`src/rtl/ibfly_iter_pkg.sv`:
```
// Shared bit-manipulation definitions: operation codes, widths, engine states.
// Latency: n/a (types and constants only).
// Backpressure: n/a.
package ibfly_iter_pkg;

  localparam int BMU_W    = 32;
  localparam int BMU_NSTG = 5;

  typedef enum logic {
    BMU_PEXT = 1'b0,
    BMU_PDEP = 1'b1
  } bmu_op_e;

  typedef enum logic [1:0] {
    IDLE = 2'd0,
    RUN  = 2'd1,
    DONE = 2'd2
  } ibfly_state_e;

  typedef logic [15:0] ibfly_cfg_t;

endpackage

```
`src/rtl/ibfly_iter_if.sv`:
```
// Operand/result handshake bundle between the issue logic and the ibfly engine.
// Latency: n/a (wiring only).
// Backpressure: in_valid/in_ready on the operand side, out_valid/out_ready on the result side.
interface ibfly_iter_if;
  import ibfly_iter_pkg::*;

  logic                   in_valid;
  logic                   in_ready;
  bmu_op_e                in_op;
  logic [BMU_W-1:0]       in_data;
  logic [BMU_W-1:0]       in_mask;
  ibfly_cfg_t             ibfly_cfg0;
  ibfly_cfg_t             ibfly_cfg1;
  ibfly_cfg_t             ibfly_cfg2;
  ibfly_cfg_t             ibfly_cfg3;
  ibfly_cfg_t             ibfly_cfg4;
  logic                   out_valid;
  logic                   out_ready;
  logic [BMU_W-1:0]       out_data;

  modport master (
    output in_valid, in_op, in_data, in_mask,
    output ibfly_cfg0, ibfly_cfg1, ibfly_cfg2, ibfly_cfg3, ibfly_cfg4,
    output out_ready,
    input  in_ready, out_valid, out_data
  );

  modport slave (
    input  in_valid, in_op, in_data, in_mask,
    input  ibfly_cfg0, ibfly_cfg1, ibfly_cfg2, ibfly_cfg3, ibfly_cfg4,
    input  out_ready,
    output in_ready, out_valid, out_data
  );

endinterface

```
`src/rtl/ibfly_iter_stage.sv`:
```
// One (inverse-)butterfly stage selected by stg_i: swaps pairs (i, i+2^stg) where cfg bit is set.
// Latency: purely combinational.
// Backpressure: none.
module ibfly_stage
  import ibfly_iter_pkg::*;
(
  input  logic [BMU_W-1:0] data_i,
  input  ibfly_cfg_t       cfg_i,
  input  logic [2:0]       stg_i,
  output logic [BMU_W-1:0] data_o
);

  logic [BMU_W-1:0] stg_res [BMU_NSTG];

  for (genvar s = 0; s < BMU_NSTG; s++) begin : g_stg
    localparam int D = 1 << s;
    logic [BMU_W-1:0] res;
    for (genvar i = 0; i < BMU_W; i++) begin : g_bit
      // Both members of a pair compute the same switch index (they differ only in bit s).
      localparam int J = ((i >> (s + 1)) << s) | (i & (D - 1));
      if (((i >> s) & 1) == 0) begin : g_lo
        assign res[i] = cfg_i[J] ? data_i[i + D] : data_i[i];
      end else begin : g_hi
        assign res[i] = cfg_i[J] ? data_i[i - D] : data_i[i];
      end
    end
    assign stg_res[s] = res;
  end

  // Pick the stage being applied; out-of-range stage codes pass data through.
  always_comb begin
    data_o = data_i;
    for (int s = 0; s < BMU_NSTG; s++) begin
      if (stg_i == 3'(s)) data_o = stg_res[s];
    end
  end

endmodule

```
`src/rtl/ibfly_iter.sv`:
```
// Iterative pext/pdep engine: one network stage per cycle over a captured operand and config.
// Latency: accept at edge T, stages at T+1..T+5, out_valid from T+5; 7-cycle issue interval.
// Backpressure: result held in DONE until out_ready; in_ready low outside IDLE; flush wins.
module ibfly_iter
  import ibfly_iter_pkg::*;
#(
  parameter int WIDTH = BMU_W,
  parameter int NSTG  = BMU_NSTG
) (
  input  logic        clk,
  input  logic        rst_n,
  input  logic        flush,
  ibfly_iter_if.slave bus
);

  ibfly_state_e     state_q, state_d;
  logic [2:0]       stg_q, stg_d;
  logic [WIDTH-1:0] work_q, work_d;
  logic [WIDTH-1:0] mask_q, mask_d;
  logic [WIDTH-1:0] stage_out;
  bmu_op_e          op_q, op_d;
  ibfly_cfg_t       cfg_q [NSTG];
  ibfly_cfg_t       cfg_d [NSTG];
  ibfly_cfg_t       cur_cfg;
  logic             last_stg;

  // Config word for the stage applied this cycle.
  always_comb begin
    cur_cfg = '0;
    for (int s = 0; s < NSTG; s++) begin
      if (stg_q == 3'(s)) cur_cfg = cfg_q[s];
    end
  end

  ibfly_stage u_stage (
    .data_i (work_q),
    .cfg_i  (cur_cfg),
    .stg_i  (stg_q),
    .data_o (stage_out)
  );

  // pext walks distances upward (inverse butterfly), pdep walks them downward (butterfly).
  assign last_stg = (op_q == BMU_PEXT) ? (stg_q == 3'(NSTG - 1)) : (stg_q == 3'd0);

  // Next-state and datapath update; flush overrides both handshakes.
  always_comb begin
    state_d = state_q;
    stg_d   = stg_q;
    work_d  = work_q;
    mask_d  = mask_q;
    op_d    = op_q;
    cfg_d   = cfg_q;
    if (flush) begin
      state_d = IDLE;
    end else begin
      case (state_q)
        IDLE: begin
          if (bus.in_valid) begin
            op_d     = bus.in_op;
            mask_d   = bus.in_mask;
            cfg_d[0] = bus.ibfly_cfg0;
            cfg_d[1] = bus.ibfly_cfg1;
            cfg_d[2] = bus.ibfly_cfg2;
            cfg_d[3] = bus.ibfly_cfg3;
            cfg_d[4] = bus.ibfly_cfg4;
            // pext drops unselected bits up front so they cannot leak into the packed result.
            work_d   = (bus.in_op == BMU_PEXT) ? (bus.in_data & bus.in_mask) : bus.in_data;
            stg_d    = (bus.in_op == BMU_PEXT) ? 3'd0 : 3'(NSTG - 1);
            state_d  = RUN;
          end
        end
        RUN: begin
          work_d = stage_out;
          if (last_stg)                state_d = DONE;
          else if (op_q == BMU_PEXT)   stg_d   = stg_q + 3'd1;
          else                         stg_d   = stg_q - 3'd1;
        end
        DONE: begin
          if (bus.out_ready) state_d = IDLE;
        end
        default: state_d = IDLE;
      endcase
    end
  end

  // State and captured-operand registers.
  always_ff @(posedge clk or negedge rst_n) begin
    if (!rst_n) begin
      state_q <= IDLE;
      stg_q   <= '0;
      work_q  <= '0;
      mask_q  <= '0;
      op_q    <= BMU_PEXT;
      for (int s = 0; s < NSTG; s++) cfg_q[s] <= '0;
    end else begin
      state_q <= state_d;
      stg_q   <= stg_d;
      work_q  <= work_d;
      mask_q  <= mask_d;
      op_q    <= op_d;
      cfg_q   <= cfg_d;
    end
  end

  // Outputs decode registered state only; pdep clears the junk left in unselected positions.
  assign bus.in_ready  = (state_q == IDLE);
  assign bus.out_valid = (state_q == DONE);
  assign bus.out_data  = (state_q != DONE)   ? '0 :
                         (op_q == BMU_PEXT)  ? work_q : (work_q & mask_q);

endmodule

```
`src/flat_wrapper.sv`:
```
// flat-port wrapper written by rule: the top's interface ports become plain ports
module ibfly_iter_flat import ibfly_iter_pkg::*;
#(
  parameter int WIDTH = BMU_W,
  parameter int NSTG  = BMU_NSTG
)
  (clk, rst_n, flush, bus_in_valid, bus_in_op, bus_in_data, bus_in_mask, bus_ibfly_cfg0, bus_ibfly_cfg1, bus_ibfly_cfg2, bus_ibfly_cfg3, bus_ibfly_cfg4, bus_out_ready, bus_in_ready, bus_out_valid, bus_out_data);
  ibfly_iter_if bus_i ();
  input  logic clk;
  input  logic rst_n;
  input  logic flush;
  input wire logic [$bits(bus_i.in_valid)-1:0] bus_in_valid;
  input wire logic [$bits(bus_i.in_op)-1:0] bus_in_op;
  input wire logic [$bits(bus_i.in_data)-1:0] bus_in_data;
  input wire logic [$bits(bus_i.in_mask)-1:0] bus_in_mask;
  input wire logic [$bits(bus_i.ibfly_cfg0)-1:0] bus_ibfly_cfg0;
  input wire logic [$bits(bus_i.ibfly_cfg1)-1:0] bus_ibfly_cfg1;
  input wire logic [$bits(bus_i.ibfly_cfg2)-1:0] bus_ibfly_cfg2;
  input wire logic [$bits(bus_i.ibfly_cfg3)-1:0] bus_ibfly_cfg3;
  input wire logic [$bits(bus_i.ibfly_cfg4)-1:0] bus_ibfly_cfg4;
  input wire logic [$bits(bus_i.out_ready)-1:0] bus_out_ready;
  output wire logic [$bits(bus_i.in_ready)-1:0] bus_in_ready;
  output wire logic [$bits(bus_i.out_valid)-1:0] bus_out_valid;
  output wire logic [$bits(bus_i.out_data)-1:0] bus_out_data;
  assign bus_i.in_valid = bus_in_valid;
  assign bus_i.in_op = bus_in_op;
  assign bus_i.in_data = bus_in_data;
  assign bus_i.in_mask = bus_in_mask;
  assign bus_i.ibfly_cfg0 = bus_ibfly_cfg0;
  assign bus_i.ibfly_cfg1 = bus_ibfly_cfg1;
  assign bus_i.ibfly_cfg2 = bus_ibfly_cfg2;
  assign bus_i.ibfly_cfg3 = bus_ibfly_cfg3;
  assign bus_i.ibfly_cfg4 = bus_ibfly_cfg4;
  assign bus_i.out_ready = bus_out_ready;
  assign bus_in_ready = bus_i.in_ready;
  assign bus_out_valid = bus_i.out_valid;
  assign bus_out_data = bus_i.out_data;
  ibfly_iter #(.WIDTH(WIDTH), .NSTG(NSTG)) u_core (.clk(clk), .rst_n(rst_n), .flush(flush), .bus(bus_i));
endmodule
```
`config.mk`:
```
export PLATFORM = sky130hd
export DESIGN_NAME = ibfly_iter_flat
export DESIGN_NICKNAME = d
export VERILOG_FILES = /design/src/rtl/ibfly_iter_pkg.sv /design/src/rtl/ibfly_iter_if.sv /design/src/rtl/ibfly_iter_stage.sv /design/src/rtl/ibfly_iter.sv /design/src/flat_wrapper.sv
export SDC_FILE = /design/constraint.sdc
export NUM_CORES = 1
export LEC_CHECK = 0
export ABC_AREA = 1
export ABC_CLOCK_PERIOD_IN_PS = 2800
export BUFFER_PORTS_ARGS = -buffer_cell sky130_fd_sc_hd__buf_2
export CAP_MARGIN = 20
export CORE_MARGIN = 2
export CORE_UTILIZATION = 56
export DETAILED_ROUTE_END_ITERATION = 8
export PLACE_DENSITY_LB_ADDON = 0.2
export SYNTH_ARGS = -nofsm -noshare
export SYNTH_HDL_FRONTEND = slang
export SYNTH_SLANG_ARGS = --single-unit
export TNS_END_PERCENT = 30
```
`constraint.sdc`:
```
create_clock -name clk -period 2.8 [get_ports clk]
set_clock_uncertainty 0.15 [all_clocks]
set_input_delay 0.56 -clock clk [delete_from_list [all_inputs] [get_ports clk]]
set_output_delay 0.56 -clock clk [all_outputs]
set_load 0.05 [all_outputs]
```
# Yosys cells after proc, flatten, opt, wreduce, memory -nomap -nowiden
# Cells that the tools add are included.
# word_totals
regBits,150
input_bits,150
out_inout_bits,34
# op_classes
bitwise_logic,3
n_eq_ne,157
n_reduce_logical,38
n_mux,122
addsub,2
# op_table
cell,n
$mux W32,9
$reduce_and A9 Y1,32
$ne A3 B3 Y1 const B,48
$ne A5 B5 Y1 const B,24
$ne A4 B4 Y1 const B,28
$mux W1,97
$ne A6 B2 Y1 const B,16
$ne A6 B6 Y1 const B,16
$mux W16,5
$and A32 B32 Y32,2
$pmux W32 S2,1
$ne A6 B3 Y1 const B,8
$ne A5 B3 Y1 const B,4
$mux W3,4
$mux W2,4
$ne A4 B3 Y1 const B,2
$eq A3 B2 Y1 const B,2
$ne A2 B2 Y1 const B,3
$ne A6 B1 Y1 const B,1
$pmux W2 S3,1
$pmux W3 S2,1
$reduce_and A3 Y1,2
$reduce_and A4 Y1,1
$add A3 B1 Y3 const B,1
other kinds (10),10

# Depth between registers and ports, before layout
# Gate-level depths: netlist of the first run.
# depth
depth_word,13
depth_mapped,16
ltp_nobuf,13

# Modules after synthesis
# From an unflattened synthesis of the first run, not the netlist that was laid out.
# hier_totals
cells_unflattened,1650
hier_area_um2,10465.0
# by_module_without_submodules
module,instances,cells_per_inst,area_each_um2,seq_area_each_um2
ibfly_iter,1,1057,7772.5,3753.6
ibfly_stage,1,593,2692.6,0.0

# Worst setup path after synthesis of the first run
# Ideal clock, no wire load.
# synth_path
path_type,register to output
start,register u_core.state_q[1]
end,output bus_out_data[20]
required_time_ns,2.090
path_buffers,1
arrival_time_ns,2.291
setup_slack_ns,-0.201
path_stages_with_launch,6
path_cell_list,dfrtp_1 inv_2 nor2_1 inv_1 buf_1 nor2_1
# synth_via
elab_chain_cells,2
# synth_rtl
item,line_no,text
from (decl),ibfly_iter.sv:16,"ibfly_state_e state_q, state_d;"
from (signal assigned),ibfly_iter.sv:96,state_q <= state_d;
$ne A2 B2 Y1,ibfly_iter.sv:108,assign bus.out_data = (state_q != DONE) ? '0 :
$mux W32,ibfly_iter.sv:108,
to (decl),flat_wrapper.sv:24,output wire logic [$bits(bus_i.out_data)-1:0] bus_out_data;
# Every way passes these cells.

# Worst setup path in the final report of the first run
# layout_path
start,register u_core.op_q
end,output bus_out_data[31]
# layout_via
elab_chain_cells,2
# layout_rtl
item,line_no,text
from (decl),ibfly_iter.sv:21,"bmu_op_e op_q, op_d;"
from (signal assigned),ibfly_iter.sv:100,op_q <= op_d;
$mux W32,ibfly_iter.sv:109,(op_q == BMU_PEXT) ? work_q : (work_q & mask_q);
$mux W32,ibfly_iter.sv:108,
# Every way passes these cells.

==> impl_metrics.toml, run 1 <==
[synth]
synthTopCellsByArea = "dfrtp_1 (40%), mux2_2 (10%), nand2_1 (10%)"
yosysWarnings = 0
synthDistinctLibCells = 33
seq_area_frac_synth = 0.402
yosysTopAreaCellShare = 0.402
syn_nets = 1389
synthesis.area_per_instance_sq_um = 7.57
postSynthCellCount = 1233
syn_area_sq_um = 9340
synthAdderAreaFrac = 0.00804
synth_compound_area_frac = 0.156
ys_top_cells_by_count = "nand2_1 (255), nor2_1 (153), dfrtp_1 (150)"
yosys.area.top_type = "dfrtp_1"
synth_mux_area_frac = 0.105
synth_top_family_by_area = "simple AND/OR/NAND/NOR gates"
synthSimpleGateAreaFrac = 0.262
yosys_register_bits = 150
synth_edf_count = 0
synthXorXnorAreaFrac = 0
yosysMostFrequentCell = "nand2_1"
async_reset_ff_frac = 1.00
synth_top_flop_cell = "dfrtp_1"

[setup_path]
crit_path_end_kind = "output port"
crit_path_max_incr_delay_ps = 460
worstPathRequired_ps = 2090
start_kind = "flip-flop"
worstPathMaxFanout = 32
cp_top_family = "buffers and inverters"
path_buf_inv = 3
crit_type = "flip-flop to output port"
cp_cell_sequence = "inv_1, buf_4, o21ai_0, nor2_1, buf_2"
cp.arrival_ps = 1960
critical-path-slowest-cell = "dfrtp_1"

[sta]
max_freq_ghz = 0.375
slew_headroom = 0.637
final-max-slew-violation-count = 0
rsz0062_at_grt = "no"
finalCritPeriodShare = 0.952
setup_viol = 0
worst_pin_slew_ps = 543
period_minus_slack_ps = 2670
fin_ws_ps = 134
final_hold_viol_count = 0

[worst_hold_path]
holdCritPathClass = "input pin to flip-flop"

[die]
initial_core_util = 0.567
rows = 47
die-height_microns = 133
dieArea_sq_um = 17700
num_io_pins = 184
fp.dieW_microns = 133
core_area_sq_um = 16500

[clock_network]
clkSlewWorstSetupHoldPaths_ps = 70
cts_buffer_depth = 2
tritoncts = "done"
numClockSinks = 150
numCtsBuffers = 17
cts_root_buf = "clkbuf_16"
htree_levels = 4
worstSkewPairLatency_ps = 430

[finish]
num-nets-final = 1563
diodes = 0
area_growth_pct = 20.2
seqCellArea_sq_um = 3750
layout.cells.non_filler = 1640
multiInputGateArea_sq_um = 4960
drive_above_1_share = 0.260
fin_util = 0.681
fill_cells = 1411

[pwr]
power_density_nw_per_um2 = 1070
max-vdd-ir-drop_mv = 0.536
p_leak_nw = 5.45

[drt]
drt_iter0_drc = 1474
first_pass_iters = 6
vias = 9835
wl_per_cell_microns = 20.7
drc = 0
vias_per_cell = 6.00
antenna_left = 0
totalWireLength_mm = 34.0

[global_route]
antenna_found_initial = 0
grt_pass1_vias = 9248
grt_max_degree = 73
overflow = 0
grt_usage = 0.387
grt_pass1_wl_mm = 52.3

[place]
port_buffers = 183
dp_hpwl_mm = 25.1
gp_congestion = 1.04
pre_cts_slack_ps = 312
placed_cells = 1603

[run_status]
status = "finished, final reports clean"

[job]
cap_violations = 0
-- sequential cells by signal, indices dropped and copies added (netlist names) --
name and cells:
u_core.cfg_q 80, u_core.mask_q 32, u_core.op_q 1, u_core.state_q 2
u_core.stg_q 3, u_core.work_q 32
-- repair_timing --
action | 4_1_cts | 5_1_grt
gates resized for setup | 3 | 1
endpoints found under the hold margin | 43 | 0
hold buffers | 1 | 0
setup endpoints to repair | 32 | 5
gates cloned | 1 | 0
buffers inserted | 3 | 0
-- cell families (layout without fill, tap and decap cells) --
group | after synthesis | in the layout
AO/OA/AOI/OAI | 269 | 269
buffers and inverters | 149 | 336
multiplexers | 87 | 87
flip-flops | 150 | 150
AND/OR/NAND/NOR | 572 | 572
adder cells (fa/ha/maj) | 6 | 6
-- stage by stage --
stage / hold WS (ps) / cell area (sq um) / setup TNS [ps] / power, W
after floorplan: 114 / 9340 / -6030 / 0.00733
final: 202 / 11200 / 0 / 0.0120
after global placement: 331 / 10500 / 0 / 0.00917
after CTS: 199 / 11200 / 0 / 0.0117
after detailed placement: 337 / 10500 / 0 / 0.00926
after global routing: 194 / 11200 / 0 / 0.0126
-- path summary, 6_finish.rpt --
check,start,endpoint,slack (ps),depth (start not counted)
setup / recovery,u_core.op_q$_DFFE_PN0P_,bus_out_data[31],130,5
hold / removal,bus_ibfly_cfg1[1],u_core.cfg_q[49]$_DFFE_PN0P_,200,2
setup reg to reg,u_core.stg_q[0]$_DFFE_PN0P_,u_core.work_q[22]$_DFFE_PN0P_,180,12
hold reg to reg,u_core.mask_q[30]$_DFFE_PN0P_,u_core.mask_q[30]$_DFFE_PN0P_,350,1
max in group asynchronous,rst_n,u_core.mask_q[23]$_DFFE_PN0P_,1290,3
min in group asynchronous,rst_n,u_core.cfg_q[38]$_DFFE_PN0P_,480,2
-- layout by cell type, fill, tap and decap left out, drive strengths merged, types with 5 or more instances in the layout --
cell type,instances
nor3,12
mux2,87
o211ai,21
nand3,125
inv,89
nor2,161
nand4,8
o21ai,128
a21oi,90
dfrtp,150
buf,219
clkbuf,18
clkinv,5
nand2,263
o22ai,21
ha,6
-- layer usage --
| metal | global-route usage | vias up | wire length, microns | share of wire |
|---|---|---|---|---|
| li1 | - | 4518 | - | - |
| met1 | 0.549 | 4639 | 14500 | 0.43 |
| met2 | 0.579 | 597 | 14600 | 0.43 |
| met3 | 0.107 | 81 | 3760 | 0.11 |
| met4 | 0.128 | 0 | 1100 | 0.032 |
| met5 | 0 | - | 0 | 0 |
-- final cells by class --
| cell class | count | share of cell area |
|---|---|---|
| multi-input cells | 934 | 0.442 |
| flip-flops and latches | 150 | 0.335 |
| repair buffers | 220 | 0.114 |
| clock buffers | 18 | 0.0391 |
| inverters | 83 | 0.0285 |
| well taps | 220 | 0.0245 |
| clock inverters | 14 | 0.0163 |
| repair inverters | 1 | 0.000669 |
-- power by group --
| group | leakage [nW] | internal [W] | switching, W |
|---|---|---|---|
| registers | 1.76 | 0.00307 | 0.000920 |
| clock network | 0.306 | 0.00138 | 0.00106 |
| logic | 3.39 | 0.00186 | 0.00366 |
Note: power is estimated with default switching activity, not from simulation.
==> inputs of run 2 (changes only) <==
ABC_AREA = default   (was 1)
==> run 2 against run 1 <==
  * The run now ends with setup timing left
  * Final area rose by 8.6%
  * Sequential power rose by 17%
  * Register-to-register slack got worse by 250 ps
  * Clock power fell by 5%
  * Via count fell by 7.0%
  * Die area fell by 2.3%
  * Power rose by 27%
  * Cell count fell by 15%
  * Sequential share of layout area fell by 2.6 points
==> impl_metrics.toml, run 2 <==
[finish]
fill_cells = 1100
drive_above_1_share = 0.481
area_growth_pct = 33.6
largest_reg_flops = 80
top_regs = "u_core.cfg_q (80), u_core.mask_q (32), u_core.work_q (32)"
diodes = 0
layout.cells.non_filler = 1389
num-nets-final = 1316
final_common_cell = "buf_2"
fin_util = 0.767
top_register = "u_core.cfg_q"
layout_common_cells = "buf_2 (182), dfrtp_1 (149), mux2_2 (136), buf_4 (113), o21ai_0 (99)"

[pwr]
power_density_nw_per_um2 = 1250
p_leak_nw = 5.48
total_power_w = 0.0152
max-vdd-ir-drop_mv = 0.679

[global_route]
grt_max_degree = 60
grt_pass1_vias = 8911
antenna_found_initial = 0
grt_usage = 0.378
grt_pass1_wl_mm = 50.8
overflow = 0

[place]
placed_cells = 1346
dp_hpwl_mm = 23.5
gp_congestion = 0.999
port_buffers = 183

[clock_network]
numCtsBuffers = 17
worstSkewPairLatency_ps = 440
tritoncts = "done"
htree_levels = 4
numClockSinks = 150
clkSlewWorstSetupHoldPaths_ps = 60
cts_buffer_depth = 2
cts_root_buf = "clkbuf_16"

[synth]
synthTopCellsByArea = "dfrtp_1 (41%), mux2_2 (17%), o21ai_0 (6.1%)"
synth_compound_area_frac = 0.254
synthesis.area_per_instance_sq_um = 10.1
ys_top_cells_by_count = "dfrtp_1 (150), mux2_2 (136), o21ai_0 (112)"
synthAdderAreaFrac = 0.00823
seq_area_frac_synth = 0.412
yosys.area.top_type = "dfrtp_1"
synthXorXnorAreaFrac = 0.00288
yosysMostFrequentCell = "dfrtp_1"
synth_top_family_by_area = "compound AO/OA/AOI/OAI gates"
yosys_register_bits = 150
synthDistinctLibCells = 67
synth_mux_area_frac = 0.195
async_reset_ff_frac = 1.00
syn_nets = 1056
yosysWarnings = 0
synthSimpleGateAreaFrac = 0.0845
yosysTopAreaCellShare = 0.412
synth_top_flop_cell = "dfrtp_1"
postSynthCellCount = 900
syn_area_sq_um = 9120
synth_edf_count = 0

[sta]
finalCritPeriodShare = 1.03
slew_headroom = 0.558
final_hold_viol_count = 0
setup_viol = 6
max_freq_ghz = 0.348
worst_pin_slew_ps = 654
rsz0062_at_grt = "yes"
fin_ws_ps = -72.0
period_minus_slack_ps = 2870
final-max-slew-violation-count = 0
timing.hold.ws_ps = 142

[die]
rows = 46
fp.dieW_microns = 132
num_io_pins = 184
initial_core_util = 0.574
dieArea_sq_um = 17300
core_area_sq_um = 15900
die-height_microns = 132

[drt]
wl_per_cell_microns = 23.8
drt_iter0_drc = 1193
antenna_left = 0
drc = 0
vias = 9142
vias_per_cell = 6.58
first_pass_iters = 5
totalWireLength_mm = 33.1

[setup_path]
crit_type = "flip-flop to flip-flop"
crit_path_max_incr_delay_ps = 410
worstPathMaxFanout = 16
cp_cell_sequence = "ha_2, ha_4, or3b_4, buf_12, o221a_2, a22oi_1, buf_4, a21oi_1, o21ai_2, buf_4, mux2_2"
rrSetupSlack_ps = -70
start_kind = "flip-flop"
critical-path-slowest-cell = "dfrtp_1"
worstPathRequired_ps = 2970
cpMostUsedCell = "buf_4"
cp_top_family = "compound AO/OA/AOI/OAI gates"
path_buf_inv = 3
crit_path_end_kind = "flip-flop"
cp.arrival_ps = 3040

[worst_hold_path]
holdCritPathClass = "input pin to flip-flop"

[job]
cap_violations = 0

[run_status]
failed_checks = "setup timing"
status = "finished with violations"
[run 2: cell types whose count changed after synthesis, sizes merged, moves of 23 or more]
cell / before / now
o211a: 1 / 24
nor2: 161 / 43
inv: 83 / 9
nand2: 263 / 65
mux2: 87 / 139
a21oi: 90 / 54
nand3: 125 / 9
[run 2: cell families (layout without fill, tap and decap cells)]
kind of cell    count (synthesis)  in the layout
compound gates                333            333
buf+inv                        86            359
simple gates                  162            162
fa+ha+maj                       6              6
flops                         150            150
xor+xnor                        3              3
mux                           160            160
[run 2: layer usage]
metal  vias to the layer above  share of wire  wire (microns)  global-route usage
met2                       622           0.44           14700               0.567
met5                         -              0               0                   0
li1                       3960              -               -                   -
met4                         0          0.038            1270               0.155
met1                      4458           0.41           13500               0.530
met3                       102           0.11            3630              0.0868
[run 2: power by group]
part	leakage, nW	internal (W)	total (W)	switching [W]
Combinational	3.41	0.00391	0.00826	0.00434
Sequential	1.78	0.00325	0.00465	0.00140
Clock	0.285	0.00127	0.00231	0.00105
[run 2: per-stage QoR]
stage / setup slack, ps / TNS [ps] / instance area, sq um
after global routing: -106 / -1020 / 12200
after CTS: -65.0 / -221 / 11900
after detailed placement: -297 / -2920 / 11000
after global placement: -237 / -1370 / 11000
after floorplan: 19.9 / 0 / 9120
final: -72.0 / -175 / 12200
[run 2: path summary, 6_finish.rpt]
path | from | end | depth (start not counted)
max | u_core.stg_q[1]$_DFFE_PN0P_ | u_core.work_q[28]$_DFFE_PN0P_ | 11
min | flush | u_core.state_q[1]$_DFFE_PN0P_ | 2
max reg2reg | u_core.stg_q[1]$_DFFE_PN0P_ | u_core.work_q[28]$_DFFE_PN0P_ | 11
min reg2reg | u_core.mask_q[29]$_DFFE_PN0P_ | u_core.mask_q[29]$_DFFE_PN0P_ | 1
max in group asynchronous | rst_n | u_core.mask_q[27]$_DFFE_PN0P_ | 3
min in group asynchronous | rst_n | u_core.cfg_q[51]$_DFFE_PN0P_ | 2
[run 2: cell type report]
class / instances / area, sq um / area share
Clock buffer: 18 / 429 / 0.0352
Clock inverter: 14 / 163 / 0.0134
Inverter: 10 / 55.1 / 0.00452
Multi-Input combinational cell: 664 / 5370 / 0.441
Sequential cell: 150 / 3750 / 0.308
Tap cell: 216 / 270 / 0.0222
Timing Repair Buffer: 317 / 2140 / 0.175
[run 2: timing repair]
action                                  CTS  global route
gates cloned                              1             1
setup buffers                             2             6
gates resized for setup                  51            50
pin swaps                                 9            10
endpoints found under the setup margin   25            53
endpoints found under the hold margin    55             0
hold buffers                              1             0
==> inputs of run 3 (changes only) <==
CELL_PAD_IN_SITES_DETAIL_PLACEMENT = 1   (was default)
CELL_PAD_IN_SITES_GLOBAL_PLACEMENT = 1   (was default)
CORE_UTILIZATION = 43   (was 56)
RECOVER_POWER = 100   (was default)
==> run 3 against run 2 <==
  * The flow finishes with violations (capacitance limit, slew limit, setup timing)
  * Core utilization fell by 19 points
  * Non-clock buffer count fell by 2
  * Sequential share of layout area rose by 0.14 points
  * Critical path depth fell by 1
  * Worst setup slack got worse by 22 ps
  * Power rose by 1.7%
  * Routed wire length rose by 14%
  * First-iteration DRC count fell by 28%
  * Sequential cell count did not move
  * Die area rose by 29%
  * Global-route usage fell by 4.3 points
  * Sequential power rose by 2%
  * Largest power group unchanged
==> impl_metrics.toml, run 3 (synthesized netlist as in run 2, its figures left out) <==
[clock_network]
htree_levels = 4
worstSkewPairLatency_ps = 430
cts_root_buf = "clkbuf_16"
tritoncts = "done"
cts_buffer_depth = 2
clkSlewWorstSetupHoldPaths_ps = 70
numCtsBuffers = 17
numClockSinks = 150

[drt]
totalWireLength_mm = 37.7
drt_iter0_drc = 856
vias_per_cell = 6.26
first_pass_iters = 6
wl_per_cell_microns = 26.1
vias = 9065
antenna_left = 0
drc = 0

[sta]
period_minus_slack_ps = 2890
fin_ws_ps = -93.7
worst_pin_slew_ps = 1560
max_freq_ghz = 0.346
slew_headroom = -0.0378
timing.hold.ws_ps = 144
rsz0062_at_grt = "yes"
setup_viol = 5
finalCritPeriodShare = 1.03
final-max-slew-violation-count = 58
final_hold_viol_count = 0

[place]
dp_hpwl_mm = 27.5
port_buffers = 183
pre_cts_slack_ps = -261
gp_congestion = 0.975
placed_cells = 1408

[setup_path]
timing.rr.end = "u_core.work_q[27]$_DFFE_PN0P_"
cp.arrival_ps = 3060
endpoint = "u_core.work_q[27]$_DFFE_PN0P_"
rr_worst_depth = 10
reg2reg_from = "u_core.stg_q[1]$_DFFE_PN0P_"
crit_type = "flip-flop to flip-flop"
cp-startpoint = "u_core.stg_q[1]$_DFFE_PN0P_"
start_kind = "flip-flop"
worstPathMaxFanout = 8
worstPathRequired_ps = 2970
crit_path_end_kind = "flip-flop"
rrSetupSlack_ps = -90

[pwr]
p_leak_nw = 5.43
max-vdd-ir-drop_mv = 0.530
total_power_w = 0.0155
power_density_nw_per_um2 = 1280

[finish]
top_regs = "u_core.cfg_q (80), u_core.mask_q (32), u_core.work_q (32)"
drive_above_1_share = 0.470
area_growth_pct = 33.1
final_common_cell = "buf_2"
top_register = "u_core.cfg_q"
layout_common_cells = "buf_2 (181), dfrtp_1 (148), mux2_2 (134), o21ai_0 (108), buf_4 (99)"
layout.cells.non_filler = 1447
largest_reg_flops = 80
num-nets-final = 1314

[run_status]
failed_checks = "capacitance limit, slew limit, setup timing"
status = "finished with violations"

[worst_hold_path]
holdCritPathClass = "input pin to flip-flop"

[die]
fp.dieW_microns = 150
rows = 53
initial_core_util = 0.437
core_area_sq_um = 20900
num_io_pins = 184
die-height_microns = 150
dieArea_sq_um = 22400

[global_route]
grt_pass1_vias = 9215
grt_max_degree = 63
overflow = 0
grt_usage = 0.335
antenna_found_initial = 2
grt_pass1_wl_mm = 56.3

[job]
cap_violations = 1
## run 3: changes by cell type in the layout (fill, tap and decap cells not counted), moves of 3 or more
cell	previous run	this run
clkbuf_2	0	9
buf_6	8	12
a221oi_1	17	21
o21ai_1	10	3
buf_12	11	7
clkbuf_4	0	3
a221oi_2	5	1
a31oi_1	3	6
a31oi_2	6	1
o221ai_4	0	3
buf_4	113	99
o21ai_0	99	108
## run 3: power breakdown
group | switching, W | leakage (nW) | internal, W | total (W)
Sequential | 0.00151 | 1.78 | 0.00324 | 0.00476
Combinational | 0.00440 | 3.35 | 0.00388 | 0.00828
Clock | 0.00114 | 0.304 | 0.00130 | 0.00244
## run 3: area by class of cell
cell class	count	area (sq um)
Clock buffer	17	425
Clock inverter	15	200
Timing Repair Buffer	315	2030
Multi-Input combinational cell	664	5320
Fill cell	2352	8760
Tap cell	275	344
Inverter	10	47.5
Antenna cell	1	2.50
Sequential cell	150	3760
## run 3: critical path: stages, from the launching register on
cell	delay (ps)
dfrtp_2	470
ha_4	200
ha_4	180
or3b_4	450
buf_12	170
o221a_2	280
buf_4	150
a211oi_2	200
a311oi_1	70
o21ai_0	110
mux2_2	360
## run 3: stage by stage
| stage | TNS [ps] | util | area [sq um] |
|---|---|---|---|
| CTS | -38.9 | 0.568 | 11900 |
| global placement | -382 | 0.533 | 11100 |
| finish | -177 | 0.581 | 12100 |
| global route | -1090 | 0.581 | 12100 |
| detailed placement | -997 | 0.533 | 11100 |
| floorplan | 0 | - | 9120 |
## run 3: worst min-delay path by stage
stage,slack (ps),startpoint,cells after the start,to
final,140,flush,2,u_core.state_q[1]$_DFFE_PN0P_
after global routing,140,flush,2,u_core.state_q[1]$_DFFE_PN0P_
after CTS,130,flush,2,u_core.state_q[1]$_DFFE_PN0P_
after detailed placement,340,u_core.mask_q[31]$_DFFE_PN0P_,1,u_core.mask_q[31]$_DFFE_PN0P_
after global placement,330,u_core.mask_q[10]$_DFFE_PN0P_,1,u_core.mask_q[10]$_DFFE_PN0P_
after floorplan,110,rst_n,0,u_core.cfg_q[0]$_DFFE_PN0P_
## run 3: timing repair
item | CTS | global route
gates resized for setup | 22 | 61
pin swaps | 5 | 13
cloned | 0 | 1
hold buffers | 1 | 0
hold endpoints to repair | 34 | 0
setup buffers | 1 | 4
setup endpoints to repair | 24 | 30
## run 3: per-layer routing
metal / share of wire / GRT usage / vias to the layer above
li1: - / - / 3954
met1: 0.41 / 0.464 / 4513
met2: 0.45 / 0.518 / 504
met3: 0.097 / 0.0780 / 94
met4: 0.038 / 0.113 / 0
met5: 0 / 0 / -
